File: src/rtl/if_prefetch_stage_if.sv
// ----------------------------------------------------------------------------
// if_prefetch_stage_if
//  Fetch-side memory port of the instruction-fetch stage. One request channel
//  (req/addr, accepted by gnt) and one response channel (rvalid/rdata).
//  Parameters:
//   ADD_WIDTH  word address width
//   DAT_WIDTH  read data width
//  Signals:
//   mem_req     fetch request, held until mem_gnt
//   mem_addr    fetch word address, meaningful on mem_req & mem_gnt
//   mem_gnt     address accepted this cycle
//   mem_rvalid  read data valid (at least one cycle after the grant)
//   mem_rdata   read data
//  Modports:
//   master  the fetch stage (drives req/addr)
//   slave   the memory / bus bridge (drives gnt/rvalid/rdata)
// ----------------------------------------------------------------------------
interface if_prefetch_stage_if #(
    parameter int ADD_WIDTH = 30,
    parameter int DAT_WIDTH = 32
);
    logic                 mem_req;
    logic [ADD_WIDTH-1:0] mem_addr;
    logic                 mem_gnt;
    logic                 mem_rvalid;
    logic [DAT_WIDTH-1:0] mem_rdata;

    modport master (
        output mem_req,
        output mem_addr,
        input  mem_gnt,
        input  mem_rvalid,
        input  mem_rdata
    );

    modport slave (
        input  mem_req,
        input  mem_addr,
        output mem_gnt,
        output mem_rvalid,
        output mem_rdata
    );
endinterface

File: src/rtl/if_prefetch_stage.sv
// ----------------------------------------------------------------------------
// if_prefetch_stage
//  Instruction-fetch stage with a DEPTH-entry prefetch queue. Fetches ahead of
//  decode through a single memory port with at most one outstanding access,
//  tolerates wait states, and redirects on flush (highest priority) or taken
//  branch. A fetch that is in flight when a redirect happens is discarded when
//  its data returns.
//  Ports:
//   clk_i, rst_n_i       clock, asynchronous active-low reset
//   mem                  memory port (master side of if_prefetch_stage_if)
//   flush_i, new_pc_i    redirect to new_pc_i (wins over branch)
//   br_taken_i, br_addr_i redirect to br_addr_i
//   if_ready_i           decode accepts the queue head
//   if_valid_o           queue head valid
//   if_pc_o, if_instru_o PC and instruction at the queue head
//   pip_busy_o           queue empty while a fetch is pending
// ----------------------------------------------------------------------------
module if_prefetch_stage #(
    parameter int                   DAT_WIDTH = 32,
    parameter int                   ADD_WIDTH = 30,
    parameter int                   DEPTH     = 4,
    parameter logic [ADD_WIDTH-1:0] RESET_PC  = '0
) (
    input  logic                 clk_i,
    input  logic                 rst_n_i,
    if_prefetch_stage_if.master  mem,
    input  logic                 flush_i,
    input  logic [ADD_WIDTH-1:0] new_pc_i,
    input  logic                 br_taken_i,
    input  logic [ADD_WIDTH-1:0] br_addr_i,
    input  logic                 if_ready_i,
    output logic                 if_valid_o,
    output logic [ADD_WIDTH-1:0] if_pc_o,
    output logic [DAT_WIDTH-1:0] if_instru_o,
    output logic                 pip_busy_o
);
    localparam int PTR_W = $clog2(DEPTH);
    localparam int CNT_W = PTR_W + 1;

    typedef enum logic [1:0] {
        S_IDLE,
        S_REQ,
        S_WAIT,
        S_DROP
    } state_t;

    state_t               state_q, state_d;
    logic [ADD_WIDTH-1:0] fetch_pc_q, fetch_pc_d;
    logic [PTR_W-1:0]     rd_ptr_q, rd_ptr_d;
    logic [PTR_W-1:0]     wr_ptr_q, wr_ptr_d;
    logic [CNT_W-1:0]     count_q, count_d;
    logic [ADD_WIDTH-1:0] q_pc_q    [DEPTH];
    logic [DAT_WIDTH-1:0] q_instr_q [DEPTH];

    logic                 redirect;
    logic [ADD_WIDTH-1:0] redirect_pc;
    logic                 pop;
    logic                 push;
    logic                 req;
    logic [CNT_W-1:0]     count_after_pop;
    logic [DEPTH-1:0]     wr_en;

    assign redirect    = flush_i | br_taken_i;
    assign redirect_pc = flush_i ? new_pc_i : br_addr_i;

    // A redirect empties the queue this cycle, so the head is not consumed.
    assign pop             = if_valid_o & if_ready_i & ~redirect;
    assign count_after_pop = count_q - CNT_W'(pop);

    // ------------------------------------------------------------------------
    // Fetch FSM
    // ------------------------------------------------------------------------
    always_comb begin
        state_d    = state_q;
        fetch_pc_d = fetch_pc_q;
        req        = 1'b0;
        push       = 1'b0;
        case (state_q)
            S_IDLE: begin
                if (redirect) begin
                    fetch_pc_d = redirect_pc;
                    state_d    = S_REQ;
                end else if (count_q < CNT_W'(DEPTH)) begin
                    state_d = S_REQ;
                end
            end
            S_REQ: begin
                req = 1'b1;
                if (redirect) begin
                    // A grant in this cycle accepted the old address: its data is stale.
                    fetch_pc_d = redirect_pc;
                    state_d    = mem.mem_gnt ? S_DROP : S_REQ;
                end else if (mem.mem_gnt) begin
                    fetch_pc_d = fetch_pc_q + ADD_WIDTH'(1);
                    state_d    = S_WAIT;
                end
            end
            S_WAIT: begin
                if (redirect) begin
                    fetch_pc_d = redirect_pc;
                    state_d    = mem.mem_rvalid ? S_REQ : S_DROP;
                end else if (mem.mem_rvalid) begin
                    push = 1'b1;
                    // The outstanding access retires this cycle, so the next request
                    // may go out right away; this keeps one fetch per cycle with a
                    // zero-wait slave. It needs room for the entry just pushed plus
                    // the new in-flight one.
                    if (count_after_pop < CNT_W'(DEPTH - 1)) begin
                        req = 1'b1;
                        if (mem.mem_gnt) begin
                            fetch_pc_d = fetch_pc_q + ADD_WIDTH'(1);
                            state_d    = S_WAIT;
                        end else begin
                            state_d = S_REQ;
                        end
                    end else begin
                        state_d = S_IDLE;
                    end
                end
            end
            S_DROP: begin
                if (redirect) begin
                    fetch_pc_d = redirect_pc;
                end
                if (mem.mem_rvalid) begin
                    state_d = S_REQ;
                end
            end
            default: state_d = S_IDLE;
        endcase
    end

    // ------------------------------------------------------------------------
    // Queue pointers
    // ------------------------------------------------------------------------
    always_comb begin
        rd_ptr_d = rd_ptr_q;
        wr_ptr_d = wr_ptr_q;
        count_d  = count_q;
        if (redirect) begin
            rd_ptr_d = '0;
            wr_ptr_d = '0;
            count_d  = '0;
        end else begin
            if (push) wr_ptr_d = wr_ptr_q + PTR_W'(1);
            if (pop)  rd_ptr_d = rd_ptr_q + PTR_W'(1);
            count_d = count_q + CNT_W'(push) - CNT_W'(pop);
        end
    end

    always_ff @(posedge clk_i or negedge rst_n_i) begin
        if (!rst_n_i) begin
            state_q    <= S_IDLE;
            fetch_pc_q <= RESET_PC;
            rd_ptr_q   <= '0;
            wr_ptr_q   <= '0;
            count_q    <= '0;
        end else begin
            state_q    <= state_d;
            fetch_pc_q <= fetch_pc_d;
            rd_ptr_q   <= rd_ptr_d;
            wr_ptr_q   <= wr_ptr_d;
            count_q    <= count_d;
        end
    end

    // ------------------------------------------------------------------------
    // Queue storage: one write enable per entry
    // ------------------------------------------------------------------------
    for (genvar gi = 0; gi < DEPTH; gi++) begin : g_wr_en
        assign wr_en[gi] = push && (wr_ptr_q == PTR_W'(gi));
    end

    // Entries are reset so the head reads as zero out of reset.
    always_ff @(posedge clk_i or negedge rst_n_i) begin
        if (!rst_n_i) begin
            for (int i = 0; i < DEPTH; i++) begin
                q_pc_q[i]    <= '0;
                q_instr_q[i] <= '0;
            end
        end else begin
            for (int i = 0; i < DEPTH; i++) begin
                if (wr_en[i]) begin
                    q_pc_q[i]    <= fetch_pc_q - ADD_WIDTH'(1);
                    q_instr_q[i] <= mem.mem_rdata;
                end
            end
        end
    end

    // ------------------------------------------------------------------------
    // Outputs
    // ------------------------------------------------------------------------
    assign mem.mem_req  = req;
    assign mem.mem_addr = fetch_pc_q;
    assign if_valid_o   = (count_q != '0);
    assign if_pc_o      = q_pc_q[rd_ptr_q];
    assign if_instru_o  = q_instr_q[rd_ptr_q];
    assign pip_busy_o   = (count_q == '0) && (state_q != S_IDLE);

endmodule

File: src/flat_wrapper.sv
// flat-port wrapper written by rule: the top's interface ports become plain ports
module if_prefetch_stage_flat 
#(
    parameter int                   DAT_WIDTH = 32,
    parameter int                   ADD_WIDTH = 30,
    parameter int                   DEPTH     = 4,
    parameter logic [ADD_WIDTH-1:0] RESET_PC  = '0
)
  (clk_i, rst_n_i, flush_i, new_pc_i, br_taken_i, br_addr_i, if_ready_i, if_valid_o, if_pc_o, if_instru_o, pip_busy_o, mem_mem_req, mem_mem_addr, mem_mem_gnt, mem_mem_rvalid, mem_mem_rdata);
  if_prefetch_stage_if #(.ADD_WIDTH(ADD_WIDTH), .DAT_WIDTH(DAT_WIDTH)) mem_i ();
  input  logic clk_i;
  input  logic rst_n_i;
  input  logic flush_i;
  input  logic [ADD_WIDTH-1:0] new_pc_i;
  input  logic br_taken_i;
  input  logic [ADD_WIDTH-1:0] br_addr_i;
  input  logic if_ready_i;
  output logic if_valid_o;
  output logic [ADD_WIDTH-1:0] if_pc_o;
  output logic [DAT_WIDTH-1:0] if_instru_o;
  output logic pip_busy_o;
  output wire logic [$bits(mem_i.mem_req)-1:0] mem_mem_req;
  output wire logic [$bits(mem_i.mem_addr)-1:0] mem_mem_addr;
  input wire logic [$bits(mem_i.mem_gnt)-1:0] mem_mem_gnt;
  input wire logic [$bits(mem_i.mem_rvalid)-1:0] mem_mem_rvalid;
  input wire logic [$bits(mem_i.mem_rdata)-1:0] mem_mem_rdata;
  assign mem_mem_req = mem_i.mem_req;
  assign mem_mem_addr = mem_i.mem_addr;
  assign mem_i.mem_gnt = mem_mem_gnt;
  assign mem_i.mem_rvalid = mem_mem_rvalid;
  assign mem_i.mem_rdata = mem_mem_rdata;
  if_prefetch_stage #(.DAT_WIDTH(DAT_WIDTH), .ADD_WIDTH(ADD_WIDTH), .DEPTH(DEPTH), .RESET_PC(RESET_PC)) u_core (.clk_i(clk_i), .rst_n_i(rst_n_i), .mem(mem_i), .flush_i(flush_i), .new_pc_i(new_pc_i), .br_taken_i(br_taken_i), .br_addr_i(br_addr_i), .if_ready_i(if_ready_i), .if_valid_o(if_valid_o), .if_pc_o(if_pc_o), .if_instru_o(if_instru_o), .pip_busy_o(pip_busy_o));
endmodule
File: config.mk
export PLATFORM = sky130hd
export DESIGN_NAME = if_prefetch_stage_flat
export DESIGN_NICKNAME = d
export VERILOG_FILES = /design/src/rtl/if_prefetch_stage_if.sv /design/src/rtl/if_prefetch_stage.sv /design/src/flat_wrapper.sv
export SDC_FILE = /design/constraint.sdc
export NUM_CORES = 1
export LEC_CHECK = 0
export CORE_ASPECT_RATIO = 1.2
export CORE_MARGIN = 2
export CORE_UTILIZATION = 50
export DETAILED_ROUTE_END_ITERATION = 6
export PLACE_DENSITY_LB_ADDON = 0.08
export REMOVE_ABC_BUFFERS = 1
export SYNTH_ARGS = -nofsm -noshare
export SYNTH_HDL_FRONTEND = slang
export SYNTH_SLANG_ARGS = --single-unit
File: constraint.sdc
create_clock -name clk_i -period 10.7 [get_ports clk_i]
set_input_delay 3.21 -clock clk_i [delete_from_list [all_inputs] [get_ports clk_i]]
set_output_delay 3.21 -clock clk_i [all_outputs]
set_load 0.03 [all_outputs]
==> results list <==
* Run status: complete, but fails checks
* Violations in the final reports: design-rule violations
- The initial antenna violation count came to 0.
- In the final timing run, aggregate negative setup slack is 0 ns.
- Max-cap violations in this run came to 0.
- Library cell used as clock root buffer: sky130_fd_sc_hd__clkbuf_16
- Yosys printed 0 warnings.
- Share of total power in the clock network: 30.2%
* Worst min path class: reg -> reg
- For the finished layout, the period the worst path requires is 9.370 ns.
- Vias per inst: 5.715
- DR vias: 9624
- In this run, CTS created clock tree buffers numbering 30.
* Final setup vio count: 0
- The initialized floorplan defines 67 standard-cell rows.
- The number of setup buffers added after CTS is 0.
- Walking the worst path, the cells encountered are clkdlybuf4s50_1 -> or2_1 -> buf_4 -> nor2_1 -> ha_1 -> inv_1 -> ha_1 -> nor2b_1 -> nor2_1 -> a21oi_1 -> nor2b_1 -> clkdlybuf4s50_1.
- Number of enable-type register cells in the synthesized netlist: 0
- For this design the ratio of total power to cell area is 211.3 mW/mm2.
* Sequential area share after synthesis: 51.47%
- Number of cells produced by synthesis: 1173
- After synthesis the netlist holds a flip-flop and latch count of 287.
- In the final design database the tool counted 1430 nets.
- Of the total power, the share spent switching nets is 33.55%.
- In the synthesized netlist the async set-or-reset flop fraction comes to 100.0%.
- Maximum buffer depth of the clock tree: 3
- Data on the critical path arrives at its endpoint at 6.16 ns.
- STA classifies the critical path endpoint as an output pin.
* Ranking of synthesized cells by area: sky130_fd_sc_hd__dfrtp_1, sky130_fd_sc_hd__mux2_2, sky130_fd_sc_hd__mux4_2, sky130_fd_sc_hd__nand2_1, sky130_fd_sc_hd__o21ai_0
- Clock-pin slew was measured on the worst setup and hold paths at 0.06 ns.
- Global-route wire length before repair: 53900 um
* Remaining routing DRC violations: 1
* Floorplan die area: 0.02926 mm2
- For this configuration, the core starts out at a cell density of 50.44%.
- Number of nets still failing antenna checks after routing: 0
* Highest clock frequency the design can meet: 0.1067 GHz
- Share of layout cells above drive strength 1: 21.36%
- The worst setup path is launched from a primary input.
- Summed over all cells, the static leakage comes to 0.007535 uW.
- The synthesized netlist contains 58 unique library cells.
- Most frequent cells in the layout: sky130_fd_sc_hd__dfrtp_1, sky130_fd_sc_hd__clkdlybuf4s50_1, sky130_fd_sc_hd__nand2_1, sky130_fd_sc_hd__mux2_2, sky130_fd_sc_hd__o21ai_0
- The library cell used most frequently in the layout, excluding fill and tap cells, is sky130_fd_sc_hd__dfrtp_1.
- The analysis attributes to net switching a power of 1212 uW.
- The mapped netlist covers 0.01395 mm2.
- Sequential cells account for 38.3% of the total power.
- Most used flip-flop cell after synthesis: sky130_fd_sc_hd__dfrtp_1
- Synthesized area per cell: 11.90 um2
- Number of clock sinks seen by CTS: 287
* Critical path start-end classification: in -> out
* Largest net degree at the start of global routing: 162
- TritonCTS built the clock tree.
- The die is 187.0 um tall.
* Gr usage total: 23.18%
- The pre-antenna-repair detailed-routing pass consisted of 7 iterations.
- For this design, the slowest cell found on the critical path is sky130_fd_sc_hd__clkdlybuf4s50_1.
- Dividing the final minimum period by the clock period gives 87.57%.
* Total Wirelength: 33400 um
* Post-DR wirelength/cell: 19.83 um
* Share of the synthesized area in the top cell type: 51.47%
* VDD IR max: 0.1157 mV
- Counting the fill cells in the layout gives 2303.
- In this run, the number of DRC markers left after iteration 0 of detailed routing was 491.
* Routability congestion estimate: 0.8020
- Number of diodes added for antenna fixing: 0
- Total power: 3611 uW
- The HPWL after detailed placement is 21480 um.
* Resized cells post-CTS: 0
- Top cell type by total area after synthesis: sky130_fd_sc_hd__dfrtp_1
- Count of hold-fix buffers inserted at cts: 0
- Placeable core region: 0.02766 mm2
- The area growth from synthesis to layout is 22.46%.
- For the worst-skew pair, the clock arrives at the later sink with an insertion delay of 0.54 ns.
- Logic gate share of total power: 31.5%
* Top-Level Pins: 194
* Congestion Overflow GR: 0
- Unrepaired setup endpoints after global routing: false
* Internal power summed over all cells: 2400 uW
- Port buffering added 193 buffers.
- On the final layout, the worst clock skew is 0.01607 ns.
- STA puts the critical path data required time at 7.49 ns.
- Largest stage delay on the critical path: 0.70 ns
* Fin. Hold Viols: 0
* Number of pins exceeding their max-slew limit in the final report: 0
- # H-tree levels: 1
- Peak fanout along the critical path: 15
- The number of global-route vias before repair was 9862.
- Relative slew margins: 35.43%
- Horizontal die dimension: 156.5 um
- For the pin with the worst max-slew slack, the measured transition is 0.9661 ns.
power by group through the flow:
stage	registers, uW	logic, uW	clock network (uW)
after floorplan	1420	624	0
after global placement	1390	1140	0
after detailed placement	1400	1140	0
after CTS	1380	1150	1120
after global routing	1410	1220	1160
final	1380	1140	1090
Yosys cell counts (5+ instances only):
master                       n
sky130_fd_sc_hd__o22ai_1    17
sky130_fd_sc_hd__nand2_1   166
sky130_fd_sc_hd__nor4_1      7
sky130_fd_sc_hd__clkbuf_1   48
sky130_fd_sc_hd__ha_1       15
sky130_fd_sc_hd__buf_1      12
sky130_fd_sc_hd__a21oi_1    33
sky130_fd_sc_hd__and4_1      5
sky130_fd_sc_hd__dfrtp_1   287
sky130_fd_sc_hd__xor2_1     20
sky130_fd_sc_hd__nor2_1     32
sky130_fd_sc_hd__and2_1      6
sky130_fd_sc_hd__nand4_1     9
sky130_fd_sc_hd__and3_1     10
sky130_fd_sc_hd__xnor2_1    13
sky130_fd_sc_hd__buf_2      30
sky130_fd_sc_hd__mux2i_1    15
sky130_fd_sc_hd__o21ai_0    75
sky130_fd_sc_hd__mux4_2     62
sky130_fd_sc_hd__nand4b_1    5
sky130_fd_sc_hd__nand3_1    24
sky130_fd_sc_hd__o21ai_1    56
sky130_fd_sc_hd__inv_1      13
sky130_fd_sc_hd__buf_6       5
sky130_fd_sc_hd__mux2_2    141
per-layer routing:
layer	wire length (um)	GRT usage (%)
met1	14490	32.09
met2	16850	39.29
met3	1486	3.151
met4	575	4.940
met5	0	0
sequential cells by signal, summed over array words and instances (netlist names):
name / cells
u_core.q_instr_q: 128
u_core.rd_ptr_q: 2
u_core.mem.mem_addr: 30
u_core.count_q: 3
u_core.q_pc_q: 120
u_core.wr_ptr_q: 2
u_core.state_q: 2
cell families (layout without fill, tap and decap cells):
| logic type | after synthesis | after routing | synth area share, % |
|---|---|---|---|
| simple gates | 292 | 292 | 10.06 |
| xor+xnor | 33 | 33 | 2.071 |
| buf+inv | 108 | 274 | 3.443 |
| fa+ha+maj | 16 | 16 | 1.489 |
| compound gates | 219 | 219 | 9.003 |
| mux | 218 | 218 | 22.46 |
| flops | 287 | 287 | 51.47 |
worst max-delay path, delay by kind of cell:
kind	cells	cell delay, ns
simple gates	5	0.94
buf+inv	4	1.44
compound gates	1	0.10
fa+ha+maj	2	0.46
layout make-up:
cell class                 instances  area [um2]  area share (%)
clock buffer                      44       924.6           5.411
clock inverter                    12       137.6          0.8054
inverter                          13       48.80          0.2856
multi-input combinational        778        6321           36.99
sequential                       287        7189           42.07
tap                              345       431.7           2.526
timing repair buffer             205        2034           11.91
stage by stage:
step / instances / hold WS (ns) / util (%) / area (um2) / setup slack, ns
floorplan: 1078 / 0.4446 / - / 13520 / 2.451
global placement: 1628 / 0.4571 / 57.93 / 16030 / 1.406
detailed placement: 1628 / 0.4654 / 57.93 / 16030 / 1.350
CTS: 1684 / 0.4794 / 61.77 / 17090 / 1.328
global route: 1684 / 0.4927 / 61.77 / 17090 / 1.162
finish: 1684 / 0.4742 / 61.77 / 17090 / 1.330
path summary, 6_finish.rpt:
| check | start | end | slack (ns) | cells past startpoint |
|---|---|---|---|---|
| setup / recovery | br_taken_i | mem_mem_req | 1.33 | 12 |
| max in group asynchronous | rst_n_i | u_core.rd_ptr_q[1] | 6.76 | 2 |
| setup reg to reg | u_core.count_q[2] | u_core.mem.mem_addr[17] | 7.45 | 11 |
| hold reg to reg | u_core.q_pc_q[36] | u_core.q_pc_q[36] | 0.47 | 2 |
| min in group asynchronous | rst_n_i | u_core.q_instr_q[117] | 2.59 | 1 |
| hold / removal | u_core.q_pc_q[36] | u_core.q_pc_q[36] | 0.47 | 2 |
No activity file was read; power rests on OpenSTA's default activity.
